==> src/rtl/hazard_stall_controller.sv <==
// rtl/hazard_stall_controller.sv - load-use / branch-flush / memory-busy stall control for the 5-stage core
// Optional stall and flush statistics counters are built when HAZARD_STATS_EN is defined.
module hazard_stall_controller #(
   parameter int REG_ADDR_W  = 3,
   parameter int FLUSH_DEPTH = 2,
   parameter int MEM_TIMEOUT = 15
) (
   input  logic                  clk,
   input  logic                  rst_n,
   input  logic [REG_ADDR_W-1:0] id_src1,
   input  logic [REG_ADDR_W-1:0] id_src2,
   input  logic                  id_src1_used,
   input  logic                  id_src2_used,
   input  logic                  ex_mem_read,
   input  logic                  ex_wb,
   input  logic [REG_ADDR_W-1:0] ex_dest,
   input  logic                  branch_taken,
   input  logic                  mem_busy,
   output logic                  pc_write,
   output logic                  ifid_write,
   output logic                  idex_write,
   output logic                  exmem_write,
   output logic                  idex_bubble,
   output logic                  ifid_flush,
   output logic                  mem_timeout,
   output logic [15:0]           stall_count,
   output logic [15:0]           flush_count
);

   localparam int FlushW = $clog2(FLUSH_DEPTH + 1);
   localparam logic [FlushW-1:0] FlushLoad = FlushW'(FLUSH_DEPTH - 1);
   localparam logic [7:0] TimeoutVal = 8'(MEM_TIMEOUT);

   typedef enum logic [1:0] {RUN = 2'd0, FLUSH = 2'd1, MEM_WAIT = 2'd2} stateE;

   stateE             state;
   logic [7:0]        waitCnt;
   logic [7:0]        nextWait;
   logic [FlushW-1:0] flushCnt;
   logic              memTimeout;
   logic              loadUse;
   logic              pcWr, ifidWr, idexWr, exmemWr, bubble, flush;

   always_comb begin
      loadUse = ex_mem_read & ex_wb &
                ((id_src1_used & (ex_dest == id_src1)) | (id_src2_used & (ex_dest == id_src2)));
      nextWait = (waitCnt == 8'hFF) ? 8'hFF : waitCnt + 8'd1;
      pcWr    = 1'b1;
      ifidWr  = 1'b1;
      idexWr  = 1'b1;
      exmemWr = 1'b1;
      bubble  = 1'b0;
      flush   = 1'b0;
      // MEM_WAIT without mem_busy is the release cycle and behaves exactly like RUN.
      if (mem_busy) begin
         pcWr    = 1'b0;
         ifidWr  = 1'b0;
         idexWr  = 1'b0;
         exmemWr = 1'b0;
      end else if (state == FLUSH || branch_taken) begin
         flush = 1'b1;
      end else if (loadUse) begin
         pcWr   = 1'b0;
         ifidWr = 1'b0;
         bubble = 1'b1;
      end
   end

   always_ff @(posedge clk or negedge rst_n) begin
      if (!rst_n) begin
         state      <= RUN;
         waitCnt    <= 8'd0;
         flushCnt   <= '0;
         memTimeout <= 1'b0;
      end else if (state == FLUSH) begin
         // A freeze during the flush window holds the remaining flush count.
         if (!mem_busy) begin
            flushCnt <= flushCnt - 1'b1;
            if (flushCnt == 1) state <= RUN;
         end
      end else if (state == MEM_WAIT && mem_busy) begin
         waitCnt <= nextWait;
         if (nextWait == TimeoutVal) begin
            memTimeout <= 1'b1;
            state      <= RUN;
         end
      end else begin
         if (mem_busy) begin
            waitCnt <= 8'd1;
            if (TimeoutVal == 8'd1) begin
               memTimeout <= 1'b1;
               state      <= RUN;
            end else begin
               state <= MEM_WAIT;
            end
         end else if (branch_taken) begin
            flushCnt <= FlushLoad;
            state    <= (FLUSH_DEPTH > 1) ? FLUSH : RUN;
         end else begin
            state <= RUN;
         end
      end
   end

   assign pc_write    = rst_n & pcWr;
   assign ifid_write  = rst_n & ifidWr;
   assign idex_write  = rst_n & idexWr;
   assign exmem_write = rst_n & exmemWr;
   assign idex_bubble = rst_n & bubble;
   assign ifid_flush  = rst_n & flush;
   assign mem_timeout = rst_n & memTimeout;

`ifdef HAZARD_STATS_EN
   logic [15:0] stallStat;
   logic [15:0] flushStat;

   always_ff @(posedge clk or negedge rst_n) begin
      if (!rst_n) begin
         stallStat <= 16'h0000;
         flushStat <= 16'h0000;
      end else begin
         if (!pc_write && stallStat != 16'hFFFF) stallStat <= stallStat + 16'd1;
         if (ifid_flush && flushStat != 16'hFFFF) flushStat <= flushStat + 16'd1;
      end
   end

   assign stall_count = stallStat;
   assign flush_count = flushStat;
`else
   assign stall_count = 16'h0000;
   assign flush_count = 16'h0000;
`endif

endmodule

==> config.mk <==
export PLATFORM = sky130hd
export DESIGN_NAME = hazard_stall_controller
export DESIGN_NICKNAME = d
export VERILOG_FILES = /design/src/rtl/hazard_stall_controller.sv
export SDC_FILE = /design/constraint.sdc
export NUM_CORES = 1
export LEC_CHECK = 0
export CAP_MARGIN = 30
export CELL_PAD_IN_SITES_DETAIL_PLACEMENT = 1
export CELL_PAD_IN_SITES_GLOBAL_PLACEMENT = 1
export CORE_MARGIN = 10
export CORE_UTILIZATION = 28
export DETAILED_ROUTE_END_ITERATION = 10
export GPL_TIMING_DRIVEN = 0
export PLACE_DENSITY_LB_ADDON = 0.05
export REMOVE_ABC_BUFFERS = 1
export SLEW_MARGIN = 20
export SYNTH_ARGS = -nofsm -noshare
export SYNTH_HDL_FRONTEND = slang
export SYNTH_SLANG_ARGS = --single-unit
export TNS_END_PERCENT = 30
==> constraint.sdc <==
create_clock -name clk -period 2.05 [get_ports clk]
set_input_delay 0.3075 -clock clk [delete_from_list [all_inputs] [get_ports clk]]
set_output_delay 0.3075 -clock clk [all_outputs]
set_load 0.02 [all_outputs]
==> results of run 1 <==
-- metal layers --
layer / global-route usage / vias up
met1: 0.0906 / 413
met2: 0.161 / 20
met5: 0 / -
met4: 0.0151 / 0
met3: 0.0292 / 2
li1: - / 434
-- final cells by class --
type / count / area, um2 / share of cell area
sequential: 13 / 325 / 0.254
inverter: 2 / 7.51 / 0.00587
clock inverter: 1 / 5.00 / 0.00391
clock buffer: 3 / 41.3 / 0.0323
multi-input combinational: 114 / 622 / 0.486
tap: 48 / 60.1 / 0.0469
timing repair buffer: 23 / 219 / 0.171
-- metrics by stage --
step	TNS, ns	cell area [um2]
floorplan	0	955
finish	0	1280
CTS	0	1290
detailed placement	-3.48	1240
global route	0	1280
global placement	-3.39	1240
-- power breakdown --
group,internal (uW),switching (uW)
Combinational,132,201
Sequential,310,49.8
Clock,134,103
Total,577,354
-- worst max-delay path: cells and delay by family --
family	cells	cell delay (ns)
simple gates	1	0.24
buf+inv	3	1.08
-- cells in the mapped netlist --
library cell	count
nor2b_1	2
or4b_1	1
nand4_1	4
and2_1	3
or3_4	1
o21ai_1	3
conb_1	1
a21oi_1	2
buf_4	34
nand2_1	13
a31oi_1	2
clkbuf_1	1
xnor2_1	7
o21ai_0	11
a21bo_1	1
nor2_1	10
buf_2	1
inv_1	2
o31ai_1	2
dfrtp_1	13
o41ai_1	1
a21o_1	1
a22oi_1	4
a21boi_1	1
ha_1	2
nor3_1	3
nand2b_1	6
nand3_4	1
a41o_1	1
-- logic make-up after synthesis --
logic type      after synthesis  synth area share
xor+xnor                      7            0.0556
simple gates                 44             0.212
fa+ha+maj                     2            0.0227
other cells                   1           0.00340
compound gates               29             0.165
buf+inv                      38             0.246
flops                        13             0.295
-- flip-flops by register name, summed over array words and instances (netlist names) --
name	cells
memTimeout	1
state	2
waitCnt	8
flushCnt	2
-- worst min path at each step --
stage,startpoint,cells after the start,to,slack (ns)
after global placement,flushCnt[0],1,flushCnt[0],0.46
after detailed placement,memTimeout,1,memTimeout,0.45
after floorplan,rst_n,0,flushCnt[0],0.01
after global routing,rst_n,1,memTimeout,0.08
final,rst_n,1,memTimeout,0.06
after CTS,rst_n,1,memTimeout,0.07
-- timing repair --
| item | 4_1_cts | 5_1_grt |
|---|---|---|
| hold buffers | 0 | 0 |
| pin swaps | 1 | 1 |
| endpoints found under the setup margin | 7 | 5 |
| hold endpoints to repair | 0 | 0 |
| resized for setup | 12 | 6 |
==> impl_metrics.yaml, run 1 <==
outcome:
  status: "finished, final reports clean"
clock_network:
  clkLatencyLatePin_ns: 0.25
  clk_pin_slew_ns: 0.06
  post_cts_buffers: 0
  cts_tree: "done"
  ctsRootBufferMaster: "clkbuf_8"
  htreeDepth: 1
  clock_path_buffers: 2
  clkSinkCount: 13
  cts_buffers: 3
worst_setup_path:
  cp-startpoint: "mem_busy"
  rrSetupSlack_ns: 0.26
  rr_endpoint: "memTimeout"
  arrival_ns: 1.63
  slowest_delay_ns: 0.61
  critPathLaunchType: "input port"
  endpoint: "idex_write"
  crit_chain: "dlygate4sd2_1, nand2b_1, inv_1, clkdlybuf4s50_1"
  critPathRequiredTime_ns: 1.74
  r2r-start: "waitCnt[0]"
  crit_fanout: 11
  ff2ff_path_depth: 4
  critPathKind: "in2out"
  critPathCaptureType: "primary output"
  crit_slowest_cell: "clkdlybuf4s50_1"
sta:
  timing.hold.ws_ns: 0.0625
  drv_slew: 0
  timing.final.ws_setup_ns: 0.115
  period_needed_ns: 1.94
  fin_crit_sh: 0.944
  fin_skew_ns: 0.00602
  rsz0062_at_grt: "false"
  hold_viol: 0
  clock.fmax_ghz: 0.517
  finalSetupViolCount: 0
logic_synthesis:
  yosys-top-cells-area: "dfrtp_1, buf_4, xnor2_1"
  ys_ff_latch: 13
  yosysSeqAreaShare: 0.295
  synth_area_leader_cell: "dfrtp_1"
  syn_area_per_cell_um2: 8.23
  yosysTopAreaCellShare: 0.295
  yosysWarnings: 0
  synthCells: 134
  yosys.cell_types.count: 29
  syn_area_mm2: 0.00110
final_layout:
  num-nets-final: 176
  synthToLayoutAreaGrowth_pct: 16.1
  final_cell_mix: "conb_1, clkdlybuf4s50_1, nand2_1, dfrtp_1, o21ai_0"
  drive_gt1_frac: 0.0641
  antenna_cells: 0
  instances_no_fill: 204
  mostFrequentLayoutCell: "conb_1"
  fill_cells: 492
  final_util: 0.342
detailed_routing:
  drc: 0
  wl_met1_mm: 1.13
  met2_length_mm: 1.60
  routed.top_layer: "met4"
  routedWlPerCell_um: 14.3
  drt-vias-per-instance: 4.26
  drtIter0Drc: 37
  ant_nets: 0
  vias: 869
  wl_met3_um: 185
  drtPass1Iterations: 4
  wl_mm: 2.92
grt:
  overflow: 0
  grt_max_degree: 16
  antenna_found_initial: 0
  grt_pass1_wl_mm: 4.61
  grt_use_total: 0.0857
  grt_pass1_vias: 948
placement:
  dp.cells: 200
  preCtsSetupSlack_ns: -0.619
  hpwl_mm: 2.44
  portBuffers: 23
  gp_congestion: 0.746
power:
  cellLeakagePower_uw: 0.000588
  fin_total_pwr_uw: 931
  p_per_area_mw_per_mm2: 727
  peakVddDrop_mv: 0.469
floorplan:
  die_w_um: 82.7
  coreArea_mm2: 0.00374
  rows: 22
  die_h_um: 82.7
  dieArea_mm2: 0.00685
  start_util: 0.294
  io_pins: 56
job:
  maxCapViolCount: 0
worst_hold_path:
  hold_class: "in2async"
No activity file was read; power rests on OpenSTA's default activity.
==> inputs of run 2 (changes only) <==
--- a/config.mk
+++ b/config.mk
@@ -12,7 +12,7 @@
 export CORE_UTILIZATION = 28
 export DETAILED_ROUTE_END_ITERATION = 10
 export GPL_TIMING_DRIVEN = 0
-export PLACE_DENSITY_LB_ADDON = 0.05
+export PLACE_DENSITY_LB_ADDON = 0.25
 export REMOVE_ABC_BUFFERS = 1
 export SLEW_MARGIN = 20
 export SYNTH_ARGS = -nofsm -noshare
==> constraint.sdc (replaced) <==
create_clock -name clk -period 2.05 [get_ports clk]
set_input_delay 0.3075 -clock clk [delete_from_list [all_inputs] [get_ports clk]]
set_output_delay 0.3075 -clock clk [all_outputs]
set_load 0.005 [all_outputs]
==> run 2 against run 1 <==
Register-to-register slack better by 0.03 ns. Worst setup slack better by 0.011 ns. Combinational power down 14%. Clock skew hardly changed. Clock power is 4% lower.
==> impl_metrics.yaml, run 2 (synthesis results as in run 1) <==
outcome:
  status: "finished, final reports clean"
detailed_routing:
  drtIter0Drc: 35
  drc: 0
  drt-vias-per-instance: 4.52
  ant_nets: 0
  drtPass1Iterations: 4
  routedWlPerCell_um: 13.9
  wl_mm: 2.83
  vias: 923
sta:
  drv_slew: 0
  finalSetupViolCount: 0
  period_needed_ns: 1.92
  fin_crit_sh: 0.939
  fin_skew_ns: 0.00576
  hold_viol: 0
  clock.fmax_ghz: 0.520
  timing.final.ws_setup_ns: 0.126
  rsz0062_at_grt: "false"
final_layout:
  largest_reg_flops: 8
  largestRegisters: "waitCnt (8), flushCnt (2), state (2)"
  antenna_cells: 0
  regMostFlops: "waitCnt"
  final_cell_mix: "conb_1, clkdlybuf4s50_1, nand2_1, dfrtp_1, o21ai_0"
  num-nets-final: 176
  synthToLayoutAreaGrowth_pct: 17.3
  mostFrequentLayoutCell: "conb_1"
  drive_gt1_frac: 0.0449
  final_util: 0.345
grt:
  grt_use_total: 0.0860
  grt.busiest_layer: "met2"
  antenna_found_initial: 0
  met1_usage: 0.0791
  grt_max_degree: 16
  grt_pass1_wl_mm: 4.60
  globalRouteMet3Util: 0.0464
  overflow: 0
  grt_pass1_vias: 991
  met2_usage: 0.157
placement:
  portBuffers: 23
  hpwl_mm: 2.39
  preCtsSetupSlack_ns: -0.534
  gp_congestion: 0.765
power:
  switching_share: 0.337
  power.clock.fraction: 0.261
  cellLeakagePower_uw: 0.000589
  combPwrFrac: 0.328
  power.switching_uw: 295
  power_frac_seq: 0.411
  peakVddDrop_mv: 0.155
  p_per_area_mw_per_mm2: 677
  internal-power_uw: 580
worst_setup_path:
  rr_endpoint: "memTimeout"
  critPathKind: "in2out"
  cp_num_buf_inv: 2
  crit_family: "buffers and inverters"
  critPathRequiredTime_ns: 1.74
  slowest_delay_ns: 0.47
  critPathCaptureType: "primary output"
  crit_slowest_cell: "clkdlybuf4s50_1"
  crit_fanout: 2
  critPathLaunchType: "input port"
  r2r-start: "waitCnt[0]"
  crit_path_frequent_cell: "nand4_1"
  crit_chain: "clkdlybuf4s50_1, xnor2_1, nand4_1, nand2_1, nand4_1, and2_4, dlygate4sd2_1"
  arrival_ns: 1.62
  rrSetupSlack_ns: 0.29
  ff2ff_path_depth: 4
floorplan:
  die_w_um: 82.7
  die_h_um: 82.7
  coreArea_mm2: 0.00374
  rows: 22
  io_pins: 56
  start_util: 0.294
  dieArea_mm2: 0.00685
worst_hold_path:
  hold_class: "in2async"
clock_network:
  clk_pin_slew_ns: 0.06
  cts_tree: "done"
  post_cts_buffers: 0
  ctsRootBufferMaster: "clkbuf_8"
  cts_buffers: 3
  clock_path_buffers: 2
  clkSinkCount: 13
  clkLatencyLatePin_ns: 0.24
  htreeDepth: 1
job:
  maxCapViolCount: 0
## run 2: changes by cell type in the layout (fill, tap and decap cells not counted)
cell             delta
and2_1              -1
and2_4              +1
buf_2               -2
clkbuf_1            +1
clkbuf_2            -1
clkdlybuf4s15_2     +1
clkdlybuf4s18_2     -1
clkdlybuf4s50_1     -1
clkinv_2            -1
dlygate4sd2_1       +4
## run 2: per-stage QoR
step | std cells | instance area, um2 | setup TNS, ns | hold slack [ns] | power, uW
CTS | 204 | 1280 | 0 | 0.0868 | 885
global route | 204 | 1290 | 0 | 0.0992 | 950
finish | 204 | 1290 | 0 | 0.0723 | 875
floorplan | 129 | 955 | 0 | 0.0119 | 541
detailed placement | 200 | 1240 | -2.91 | 0.452 | 654
global placement | 200 | 1240 | -2.69 | 0.452 | 637
## run 2: layout make-up
type / instances / area [um2]
fillers: 478 / 2450
well taps: 48 / 60.1
flip-flops and latches: 13 / 325
multi-input cells: 114 / 624
clock buffers: 4 / 45.0
inverters: 2 / 7.51
repair buffers: 23 / 230
## run 2: metal layers
layer  up-vias  part of all wire
li1        437                 -
met1       442              0.36
met2        42              0.50
met3         2              0.12
met4         0            0.0095
met5         -                 0
## run 2: worst register-to-register path: cells and delay by family, from the launching register on
kind,cells,cell delay (ns)
adder cells (fa/ha/maj),1,0.31
AND/OR/NAND/NOR,2,0.75
flip-flops,1,0.42
AO/OA/AOI/OAI,1,0.22
## run 2: worst max-delay path by stage
stage / from / end / cells after the start
CTS: ex_dest[0] / ifid_write / 7
global route: id_src2[2] / pc_write / 7
detailed placement: rst_n / ifid_write / 5
global placement: rst_n / ifid_write / 5
floorplan: waitCnt[0] / waitCnt[2] / 6
finish: id_src2[0] / pc_write / 7
## run 2: power by group through the flow
stage | Clock [uW] | Sequential (uW) | Combinational (uW)
finish | 229 | 360 | 287
global route | 251 | 368 | 331
CTS | 236 | 360 | 289
global placement | 0 | 361 | 276
detailed placement | 0 | 365 | 289
floorplan | 0 | 351 | 190
## run 2: repair_timing
action / CTS / global route
setup endpoints to repair: 7 / 3
resized for setup: 8 / 3
pin swaps: 0 / 2
hold buffers: 0 / 0
==> inputs of run 3 (changes only) <==
--- a/config.mk
+++ b/config.mk
@@ -6,10 +6,8 @@
 export NUM_CORES = 1
 export LEC_CHECK = 0
 export CAP_MARGIN = 30
-export CELL_PAD_IN_SITES_DETAIL_PLACEMENT = 1
-export CELL_PAD_IN_SITES_GLOBAL_PLACEMENT = 1
 export CORE_MARGIN = 10
-export CORE_UTILIZATION = 28
+export CORE_UTILIZATION = 40
 export DETAILED_ROUTE_END_ITERATION = 10
 export GPL_TIMING_DRIVEN = 0
 export PLACE_DENSITY_LB_ADDON = 0.25
==> run 3 against run 2 <==
Via count is 2.4% lower. Final cell count is 8.8% lower. Sequential share of layout area is 0.62 points higher. Largest power group unchanged. Critical path type unchanged. Final area is 2.4% lower.
==> impl_metrics.yaml, run 3 (synthesis results as in run 1) <==
detailed_routing:
  routedWlPerCell_um: 13.0
  wl_met1_mm: 1.04
  drtIter0Drc: 28
  wl_mm: 2.41
  met2_length_mm: 1.09
  vias: 901
  drc: 0
  drt-vias-per-instance: 4.84
  routed.top_layer: "met4"
  ant_nets: 0
  wl_met3_um: 277
  drtPass1Iterations: 4
power:
  peakVddDrop_mv: 0.483
  p_per_area_mw_per_mm2: 635
  cellLeakagePower_uw: 0.000587
grt:
  grt_pass1_vias: 928
  antenna_found_initial: 0
  grt_use_total: 0.0882
  grt_max_degree: 16
  overflow: 0
  grt_pass1_wl_mm: 3.91
clock_network:
  cts_tree: "done"
  htreeDepth: 1
  cts_buffers: 3
  post_cts_buffers: 0
  clkLatencyLatePin_ns: 0.27
  clock_path_buffers: 2
  clkSinkCount: 13
  ctsRootBufferMaster: "clkbuf_4"
  clk_pin_slew_ns: 0.08
placement:
  gp_congestion: 0.732
  portBuffers: 23
  hpwl_mm: 2.02
sta:
  rsz0062_at_grt: "false"
  hold_viol: 0
  tns_ns: 0
  fin_crit_sh: 0.952
  clock.fmax_ghz: 0.512
  period_needed_ns: 1.95
  drv_slew: 0
  fin_skew_ns: 0.00102
  finalSetupViolCount: 0
worst_hold_path:
  hold_class: "in2async"
final_layout:
  num-nets-final: 176
  drive_gt1_frac: 0.0577
  largestRegisters: "waitCnt (8), flushCnt (2), state (2)"
  fill_cells: 252
  synthToLayoutAreaGrowth_pct: 14.4
  regMostFlops: "waitCnt"
  final_cell_mix: "conb_1, clkdlybuf4s50_1, nand2_1, dfrtp_1, o21ai_0"
  antenna_cells: 0
  largest_reg_flops: 8
  mostFrequentLayoutCell: "conb_1"
  final_util: 0.496
floorplan:
  coreArea_mm2: 0.00254
  dieArea_mm2: 0.00526
  io_pins: 56
  rows: 18
  start_util: 0.433
  die_w_um: 72.5
  die_h_um: 72.5
worst_setup_path:
  r2r-start: "waitCnt[0]"
  critPathRequiredTime_ns: 1.74
  rr_endpoint: "memTimeout"
  ff2ff_path_depth: 4
  critPathKind: "in2out"
  critPathCaptureType: "primary output"
  crit_fanout: 2
  critPathLaunchType: "input port"
  cp-startpoint: "id_src2[2]"
  rrSetupSlack_ns: 0.35
  arrival_ns: 1.64
  endpoint: "pc_write"
outcome:
  status: "finished, final reports clean"
job:
  maxCapViolCount: 0
run 3: cell type report:
class | instances | area (um2) | area share
flip-flops and latches | 13 | 325 | 0.258
well taps | 30 | 37.5 | 0.0298
clock buffers | 4 | 26.3 | 0.0208
multi-input cells | 114 | 634 | 0.503
repair buffers | 23 | 230 | 0.183
inverters | 2 | 7.51 | 0.00595
run 3: repair_timing:
| item | 4_1_cts | 5_1_grt |
|---|---|---|
| pin swaps | 0 | 4 |
| endpoints found under the setup margin | 7 | 4 |
| hold endpoints to repair | 0 | 0 |
| gates resized for setup | 8 | 5 |
| hold buffers | 0 | 0 |
run 3: worst min path at each step:
stage           startpoint          end  slack [ns]  depth (start not counted)
3_3_place_gp   flushCnt[0]  flushCnt[0]        0.46                          1
2_1_floorplan        rst_n  flushCnt[0]        0.01                          0
3_5_place_dp    memTimeout   memTimeout        0.45                          1
5_1_grt              rst_n   waitCnt[1]        0.05                          1
6_report             rst_n  flushCnt[1]        0.02                          1
4_1_cts              rst_n   waitCnt[1]        0.03                          1
run 3: where the power goes:
| group | internal [uW] | leakage, uW | total (uW) | switching (uW) |
|---|---|---|---|---|
| sequential | 310 | 0.000170 | 360 | 49.9 |
| combinational | 137 | 0.000402 | 282 | 145 |
| clock | 75.4 | 0.0000150 | 159 | 83.6 |
| total | 522 | 0.000587 | 801 | 279 |
run 3: worst max-delay path, cell delays in order:
cell             delay, ns
clkdlybuf4s50_1       0.48
xnor2_1               0.13
nand4_1               0.11
nand2_1               0.08
nand4_1               0.11
and2_4                0.17
dlygate4sd2_1         0.27
run 3: through the flow:
| step | hold slack [ns] | total power, uW | instances | worst slack (ns) | cell area [um2] |
|---|---|---|---|---|---|
| after global routing | 0.0455 | 875 | 186 | 0.00238 | 1260 |
| after global placement | 0.461 | 630 | 182 | -0.468 | 1220 |
| after CTS | 0.0251 | 801 | 186 | 0.0409 | 1240 |
| after floorplan | 0.0119 | 541 | 129 | 0.480 | 955 |
| final | 0.0160 | 801 | 186 | 0.0981 | 1260 |
| after detailed placement | 0.452 | 641 | 182 | -0.474 | 1220 |
run 3: metal layers:
| metal | GRT usage | vias to the layer above |
|---|---|---|
| met5 | 0 | - |
| met4 | 0.0127 | 0 |
| met2 | 0.141 | 41 |
| met3 | 0.0599 | 2 |
| li1 | - | 442 |
| met1 | 0.0968 | 416 |
